### src/rtl/sd_dma_ctrl.sv
// Copies one 512-byte SD sector (128 words) from the sdcard memory map into the Cache RAM.
// CPU programs SECTOR/DEST, starts via CTRL and observes STATUS or the irq pulse.
module sd_dma_ctrl #(
    parameter logic [15:0] SDC_BASE     = 16'h3000,
    parameter logic [15:0] SDC_ADDR     = 16'h3200,
    parameter logic [15:0] SDC_READ     = 16'h3204,
    parameter logic [15:0] SDC_READY    = 16'h3220,
    parameter logic [23:0] POLL_TIMEOUT = 24'd5_000_000
) (
    input  logic        clk,
    input  logic        reset_n,
    input  logic        cpu_we,
    input  logic        cpu_re,
    input  logic [1:0]  cpu_addr,
    input  logic [31:0] cpu_wdata,
    output logic [31:0] cpu_rdata,
    output logic        cpu_rvalid,
    output logic [15:0] sd_a,
    output logic [31:0] sd_d,
    output logic        sd_we,
    input  logic [31:0] sd_spo,
    output logic        ram_we,
    output logic [11:0] ram_addr,
    output logic [31:0] ram_wdata,
    input  logic        ram_grant,
    output logic        irq
);

    localparam logic [1:0] RegSector = 2'd0;
    localparam logic [1:0] RegDest   = 2'd1;
    localparam logic [1:0] RegCtrl   = 2'd2;
    localparam logic [1:0] RegStatus = 2'd3;

    typedef enum logic [3:0] {
        StIdle,
        StSetAddr,
        StIssue,
        StSettle,
        StPoll,
        StFetch,
        StWrite,
        StDone,
        StErr
    } state_e;

    state_e      state_q, state_d;
    logic [31:0] sector_q;
    logic [31:0] dest_q;
    logic [31:0] ram_wdata_q;
    logic        busy_q, done_q, error_q;
    logic [6:0]  idx_q;
    logic [23:0] poll_cnt_q;
    logic [1:0]  cnt_q;
    logic [31:0] rd_mux;

    logic start;
    logic poll_expired;
    logic write_done;
    logic last_word;

    assign start        = cpu_we && (cpu_addr == RegCtrl) && cpu_wdata[0] && (state_q == StIdle);
    assign poll_expired = ({1'b0, poll_cnt_q} + 25'd1) >= {1'b0, POLL_TIMEOUT};
    assign write_done   = (state_q == StWrite) && ram_grant;
    assign last_word    = (idx_q == 7'd127);
    assign ram_wdata    = ram_wdata_q;

    always_ff @(posedge clk or negedge reset_n) begin
        if (!reset_n) begin
            state_q <= StIdle;
        end else begin
            state_q <= state_d;
        end
    end

    always_comb begin
        state_d = state_q;
        case (state_q)
            StIdle:    if (start) state_d = StSetAddr;
            StSetAddr: state_d = StIssue;
            StIssue:   state_d = StSettle;
            StSettle:  if (cnt_q == 2'd3) state_d = StPoll;
            StPoll: begin
                // Odd poll cycles see the data for the address driven one cycle earlier.
                if (cnt_q[0] && sd_spo[0]) begin
                    state_d = StFetch;
                end else if (poll_expired) begin
                    state_d = StErr;
                end
            end
            StFetch:   if (cnt_q[0]) state_d = StWrite;
            StWrite:   if (ram_grant) state_d = last_word ? StDone : StFetch;
            StDone:    state_d = StIdle;
            StErr:     state_d = StIdle;
            default:   state_d = StIdle;
        endcase
    end

    always_comb begin
        sd_a     = SDC_READY;
        sd_d     = 32'd0;
        sd_we    = 1'b0;
        ram_we   = 1'b0;
        ram_addr = 12'd0;
        irq      = 1'b0;
        case (state_q)
            StSetAddr: begin
                sd_a  = SDC_ADDR;
                sd_d  = sector_q;
                sd_we = 1'b1;
            end
            StIssue: begin
                sd_a  = SDC_READ;
                sd_d  = 32'd1;
                sd_we = 1'b1;
            end
            StFetch: sd_a = SDC_BASE + {7'd0, idx_q, 2'b00};
            StWrite: begin
                ram_we   = 1'b1;
                ram_addr = dest_q[11:0] + {5'd0, idx_q};
            end
            StDone, StErr: irq = 1'b1;
            default: ;
        endcase
    end

    always_ff @(posedge clk or negedge reset_n) begin
        if (!reset_n) begin
            cnt_q       <= 2'd0;
            poll_cnt_q  <= 24'd0;
            idx_q       <= 7'd0;
            ram_wdata_q <= 32'd0;
        end else begin
            cnt_q      <= (state_d != state_q) ? 2'd0 : cnt_q + 2'd1;
            poll_cnt_q <= (state_q == StPoll) ? poll_cnt_q + 24'd1 : 24'd0;
            if (start || (state_q == StPoll && state_d == StFetch)) begin
                idx_q <= 7'd0;
            end else if (write_done && !last_word) begin
                idx_q <= idx_q + 7'd1;
            end
            if (state_q == StFetch && cnt_q[0]) begin
                ram_wdata_q <= sd_spo;
            end
        end
    end

    // Status bits are only touched by start (idle) or DONE/ERR (busy), so they never collide.
    always_ff @(posedge clk or negedge reset_n) begin
        if (!reset_n) begin
            sector_q <= 32'd0;
            dest_q   <= 32'd0;
            busy_q   <= 1'b0;
            done_q   <= 1'b0;
            error_q  <= 1'b0;
        end else begin
            if (cpu_we && state_q == StIdle) begin
                if (cpu_addr == RegSector) sector_q <= cpu_wdata;
                if (cpu_addr == RegDest)   dest_q   <= cpu_wdata;
            end
            if (start) begin
                busy_q  <= 1'b1;
                done_q  <= 1'b0;
                error_q <= 1'b0;
            end else if (state_q == StDone) begin
                busy_q <= 1'b0;
                done_q <= 1'b1;
            end else if (state_q == StErr) begin
                busy_q  <= 1'b0;
                error_q <= 1'b1;
            end
        end
    end

    always_comb begin
        rd_mux = 32'd0;
        case (cpu_addr)
            RegSector: rd_mux = sector_q;
            RegDest:   rd_mux = dest_q;
            RegStatus: rd_mux = {29'd0, error_q, done_q, busy_q};
            default:   rd_mux = 32'd0;
        endcase
    end

    always_ff @(posedge clk or negedge reset_n) begin
        if (!reset_n) begin
            cpu_rdata  <= 32'd0;
            cpu_rvalid <= 1'b0;
        end else begin
            cpu_rvalid <= cpu_re;
            if (cpu_re) cpu_rdata <= rd_mux;
        end
    end

endmodule

### config.mk
export PLATFORM = sky130hd
export DESIGN_NAME = sd_dma_ctrl
export DESIGN_NICKNAME = d
export VERILOG_FILES = /design/src/rtl/sd_dma_ctrl.sv
export SDC_FILE = /design/constraint.sdc
export NUM_CORES = 1
export LEC_CHECK = 0
export CAP_MARGIN = 20
export CELL_PAD_IN_SITES_DETAIL_PLACEMENT = 1
export CELL_PAD_IN_SITES_GLOBAL_PLACEMENT = 2
export CORE_UTILIZATION = 30
export CTS_CLUSTER_DIAMETER = 200
export DETAILED_ROUTE_END_ITERATION = 8
export GPL_TIMING_DRIVEN = 0
export PLACE_DENSITY = 0.79
export SYNTH_ARGS = -nofsm -noshare
export SYNTH_HDL_FRONTEND = slang
export SYNTH_SLANG_ARGS = --single-unit
### constraint.sdc
create_clock -name clk -period 6.1 [get_ports clk]
set_clock_uncertainty 0.05 [all_clocks]
set_input_delay 1.83 -clock clk [delete_from_list [all_inputs] [get_ports clk]]
set_output_delay 1.83 -clock clk [all_outputs]
set_load 0.02 [all_outputs]
==> impl_metrics.xml <==
<?xml version="1.0" encoding="UTF-8"?>
<metrics>
  <group name="yosys">
    <metric name="synth-seq-area-share" unit="%">51.54</metric>
    <metric name="post_synth.cell_area_avg" unit="um2">11.16</metric>
    <metric name="yosys.cell_count.top_type" unit="">sky130_fd_sc_hd__dfrtp_1</metric>
    <metric name="ys_warn_count" unit="">0</metric>
    <metric name="synth_edf_count" unit="">0</metric>
    <metric name="synthesis.instances" unit="">735</metric>
    <metric name="post-synth-top-area-fraction" unit="%">51.54</metric>
    <metric name="synth_xor_area_share" unit="%">3.522</metric>
    <metric name="synth_top_family_by_area" unit="">multiplexers</metric>
    <metric name="synth-compound-area-share" unit="%">7.655</metric>
    <metric name="yosys_most_used_dff" unit="">sky130_fd_sc_hd__dfrtp_1</metric>
    <metric name="synth_top_cell_by_area" unit="">sky130_fd_sc_hd__dfrtp_1</metric>
    <metric name="synth-adder-area-share" unit="%">1.769</metric>
    <metric name="post_synth_num_cell_types" unit="">63</metric>
    <metric name="ys_ff_latch" unit="">169</metric>
    <metric name="syn_area" unit="mm2">0.008205</metric>
    <metric name="ys_top_cells_by_count" unit="">169 x sky130_fd_sc_hd__dfrtp_1, 96 x sky130_fd_sc_hd__mux2_2, 65 x sky130_fd_sc_hd__nor2_1</metric>
    <metric name="synthMuxAreaShare" unit="%">17.57</metric>
    <metric name="yosys.area_share.simple" unit="%">13.37</metric>
    <metric name="synth_area_leaders" unit="">sky130_fd_sc_hd__dfrtp_1 52%, sky130_fd_sc_hd__mux2_2 13%, sky130_fd_sc_hd__mux2i_1 4.4%</metric>
    <metric name="postSynth.asyncResetShare" unit="%">100.0</metric>
  </group>
  <group name="min_path">
    <metric name="worst_hold_startpoint" unit="">ram_wdata[22]</metric>
    <metric name="classification_of_the_worst_slack_hold_path" unit="">register to register</metric>
  </group>
  <group name="setup_path">
    <metric name="critical_path.startpoint" unit="">dest_q[0]</metric>
    <metric name="worst_r2r_endpoint" unit="">cnt_q[0]</metric>
    <metric name="worst_ep_arrival_time" unit="ns">3.37</metric>
    <metric name="critPathMaxFanout" unit="">4</metric>
    <metric name="cp_required" unit="ns">4.22</metric>
    <metric name="category_of_the_worst_setup_path_capture_point" unit="">output pin</metric>
    <metric name="critical_path.startpoint_type" unit="">register</metric>
    <metric name="worst_setup_path_endpoint" unit="">ram_addr[10]</metric>
    <metric name="timing.reg2reg.setup_slack" unit="ns">3.28</metric>
    <metric name="worst-r2r-cell-count" unit="">8</metric>
    <metric name="worstReg2RegStart" unit="">poll_cnt_q[0]</metric>
    <metric name="setup.worst_path.class" unit="">register to output pin</metric>
  </group>
  <group name="global_routing">
    <metric name="via_count_of_the_first_global_routing_pass" unit="">6847</metric>
    <metric name="global_route.usage.total" unit="%">17.69</metric>
    <metric name="grt_first_pass_wirelength" unit="mm">38.18</metric>
    <metric name="grt_max_degree" unit="">89</metric>
    <metric name="global_route.overflow_total" unit="">0</metric>
    <metric name="antenna_found_initial" unit="">0</metric>
  </group>
  <group name="cells_and_area">
    <metric name="num_antenna_cells" unit="">0</metric>
    <metric name="syn2layout_area_growth" unit="%">36.60</metric>
    <metric name="fin_nets" unit="">1032</metric>
    <metric name="register_area" unit="mm2">0.004229</metric>
    <metric name="final_layout_size_suffix_gt1_share" unit="%">17.03</metric>
    <metric name="multiInputGateArea" unit="mm2">0.003631</metric>
    <metric name="post-route-cell-area" unit="mm2">0.01121</metric>
    <metric name="fill_count" unit="">2922</metric>
  </group>
  <group name="sta">
    <metric name="whs" unit="ns">0.4561</metric>
    <metric name="final.setup.worst_slack" unit="ns">0.8483</metric>
    <metric name="final-max-slew-violation-count" unit="">0</metric>
    <metric name="slew_headroom" unit="%">47.33</metric>
    <metric name="finalSetupViolations" unit="">0</metric>
    <metric name="report.final.hold_viol_count" unit="">0</metric>
    <metric name="worst-slew-pin-transition" unit="ns">0.7901</metric>
    <metric name="fmax" unit="MHz">190.4</metric>
    <metric name="fin_crit_sh" unit="%">86.09</metric>
    <metric name="grt_setup_unrepaired" unit="">no</metric>
    <metric name="finalSetupTns" unit="ns">0</metric>
    <metric name="final_period_minus_worst_setup_slack" unit="ns">5.252</metric>
  </group>
  <group name="pwr">
    <metric name="powerDensity" unit="mW/mm2">387.6</metric>
    <metric name="max-vdd-ir-drop" unit="V">0.0002477</metric>
    <metric name="leakagePower" unit="nW">4.898</metric>
    <metric name="totalPowerFinal" unit="mW">4.344</metric>
  </group>
  <group name="floorplanning">
    <metric name="floorplan.initialDensity" unit="%">30.53</metric>
    <metric name="design.die.area" unit="mm2">0.02802</metric>
    <metric name="design.core.area" unit="mm2">0.02688</metric>
    <metric name="placementRows" unit="">60</metric>
    <metric name="i_o_pin_count" unit="">199</metric>
    <metric name="fp.dieH" unit="um">167.4</metric>
    <metric name="die-width" unit="um">167.4</metric>
  </group>
  <group name="outcome">
    <metric name="result_of_the_run" unit="">finished, final reports clean</metric>
  </group>
  <group name="placed_design">
    <metric name="place_area" unit="mm2">0.01058</metric>
    <metric name="place_ws" unit="ns">1.331</metric>
    <metric name="place.gp.congestion" unit="">0.7475</metric>
    <metric name="input_output_buffers" unit="">189</metric>
    <metric name="dpl.hpwl" unit="mm">17.34</metric>
  </group>
  <group name="clock_tree">
    <metric name="post_cts_buffers" unit="">0</metric>
    <metric name="clock_sink_count" unit="">169</metric>
    <metric name="clock_tree.root_cell" unit="">sky130_fd_sc_hd__clkbuf_16</metric>
    <metric name="post_cts_hold_buffer_count" unit="">0</metric>
    <metric name="clock_latency_on_the_worst_skew_pair" unit="ns">0.44</metric>
    <metric name="post_cts_resized" unit="">0</metric>
    <metric name="clock_tree.buffer_depth" unit="">2</metric>
    <metric name="number_of_cts_inserted_buffers" unit="">17</metric>
    <metric name="clkTransAtPathRegs" unit="ns">0.07</metric>
    <metric name="tritoncts" unit="">built</metric>
    <metric name="ctsHtreeMaxLevel" unit="">4</metric>
  </group>
  <group name="route">
    <metric name="avgViaCountPerCell" unit="">4.882</metric>
    <metric name="finalWirelength" unit="mm">23.72</metric>
    <metric name="detail_route.first_pass.iterations" unit="">4</metric>
    <metric name="routed-via-count" unit="">6366</metric>
    <metric name="drtIter0Drc" unit="">389</metric>
    <metric name="remaining_drc_errors" unit="">0</metric>
    <metric name="route.detailed.wl_per_inst" unit="um">18.19</metric>
    <metric name="antenna_left" unit="">0</metric>
  </group>
  <group name="job">
    <metric name="drv.max_cap_violation_count" unit="">0</metric>
  </group>
</metrics>
==> placed cells by master (no fill, tap or decap), drive strengths merged, types with 3 or more instances in the layout <==
| master | synthesis | routed |
|---|---|---|
| clkdlybuf4s50 | 0 | 188 |
| dfrtp | 169 | 169 |
| mux2 | 96 | 96 |
| nor2 | 66 | 66 |
| and3 | 48 | 48 |
| clkbuf | 28 | 45 |
| inv | 37 | 44 |
| mux2i | 36 | 36 |
| o22ai | 30 | 30 |
| nand2 | 26 | 26 |
| buf | 21 | 23 |
| xnor2 | 18 | 18 |
| nand3 | 16 | 16 |
| a21oi | 16 | 16 |
| xor2 | 15 | 15 |
| nand4 | 11 | 11 |
| o21ai | 11 | 11 |
| nor3 | 10 | 10 |
| ha | 10 | 10 |
| conb | 2 | 8 |
| clkinv | 0 | 6 |
| and2 | 6 | 6 |
| a31oi | 5 | 5 |
| nor2b | 4 | 4 |
| o21a | 4 | 4 |
| o21bai | 4 | 4 |
| nand2b | 4 | 4 |
| a31o | 4 | 4 |
| a21o | 3 | 3 |
| or3 | 3 | 3 |
| nor4 | 3 | 3 |
| or2 | 3 | 3 |
==> layout make-up <==
type                    count  area share (%)
clock buffers              17           3.796
plain buffers              49           2.043
multi-input cells         486           32.40
flip-flops and latches    169           37.73
clock inverters            15           1.820
repair buffers            190           17.17
inverters                  37           1.239
well taps                 341           3.807
==> registers in the layout (all words and copies together), names as in the netlist, 2 cells and up <==
register    flops
cpu_rdata      32
state_q         4
poll_cnt_q     24
sector_q       32
idx_q           7
ram_wdata      32
dest_q         32
cnt_q           2
==> metrics by stage <==
step           std cells  util, %
2_1_floorplan        741        -
3_3_place_gp        1271    39.24
3_5_place_dp        1272    39.36
4_1_cts             1304    41.70
5_1_grt             1304    41.70
6_report            1304    41.70
==> power by group <==
part           leakage [nW]  internal [mW]  switching (mW)
sequential             2.18           1.47           0.237
clock                 0.303          0.597           0.541
combinational          2.42          0.759           0.741
==> metal layers <==
| layer | wire (um) | vias to the layer above | share of wire [%] | track usage (%) |
|---|---|---|---|---|
| met3 | 1195 | 39 | 5.0 | 3.640 |
| li1 | - | 3012 | - | - |
| met1 | 10700 | 3152 | 45 | 22.94 |
| met5 | 0 | - | 0 | 0 |
| met4 | 648 | 0 | 2.7 | 7.499 |
| met2 | 11170 | 163 | 47 | 28.64 |
==> cell families after synthesis <==
family	after synthesis
AOI/OAI and AO/OA	93
xor gates and xnor gates	33
adders and majority gates	11
buffers and inverters	86
DFF	169
muxes	132
other	2
and+or+nand+nor	209
==> critical path, cell delays in order (launching register included) <==
cell                              delay (ns)
sky130_fd_sc_hd__dfrtp_1                0.44
sky130_fd_sc_hd__ha_1                   0.26
sky130_fd_sc_hd__fa_1                   0.42
sky130_fd_sc_hd__a21o_1                 0.18
sky130_fd_sc_hd__a21oi_1                0.22
sky130_fd_sc_hd__o21bai_1               0.10
sky130_fd_sc_hd__a21oi_1                0.24
sky130_fd_sc_hd__o21bai_1               0.16
sky130_fd_sc_hd__a21oi_1                0.16
sky130_fd_sc_hd__a31o_2                 0.13
sky130_fd_sc_hd__clkdlybuf4s50_1        0.61
==> how the worst min path moves through the flow <==
stage | depth (start not counted) | to
after floorplan | 2 | done_q
after global placement | 2 | error_q
after detailed placement | 1 | ram_wdata[27]
after global routing | 1 | dest_q[23]
after CTS | 1 | ram_wdata[27]
final | 1 | ram_wdata[22]
(Power assumes the default switching activity.)
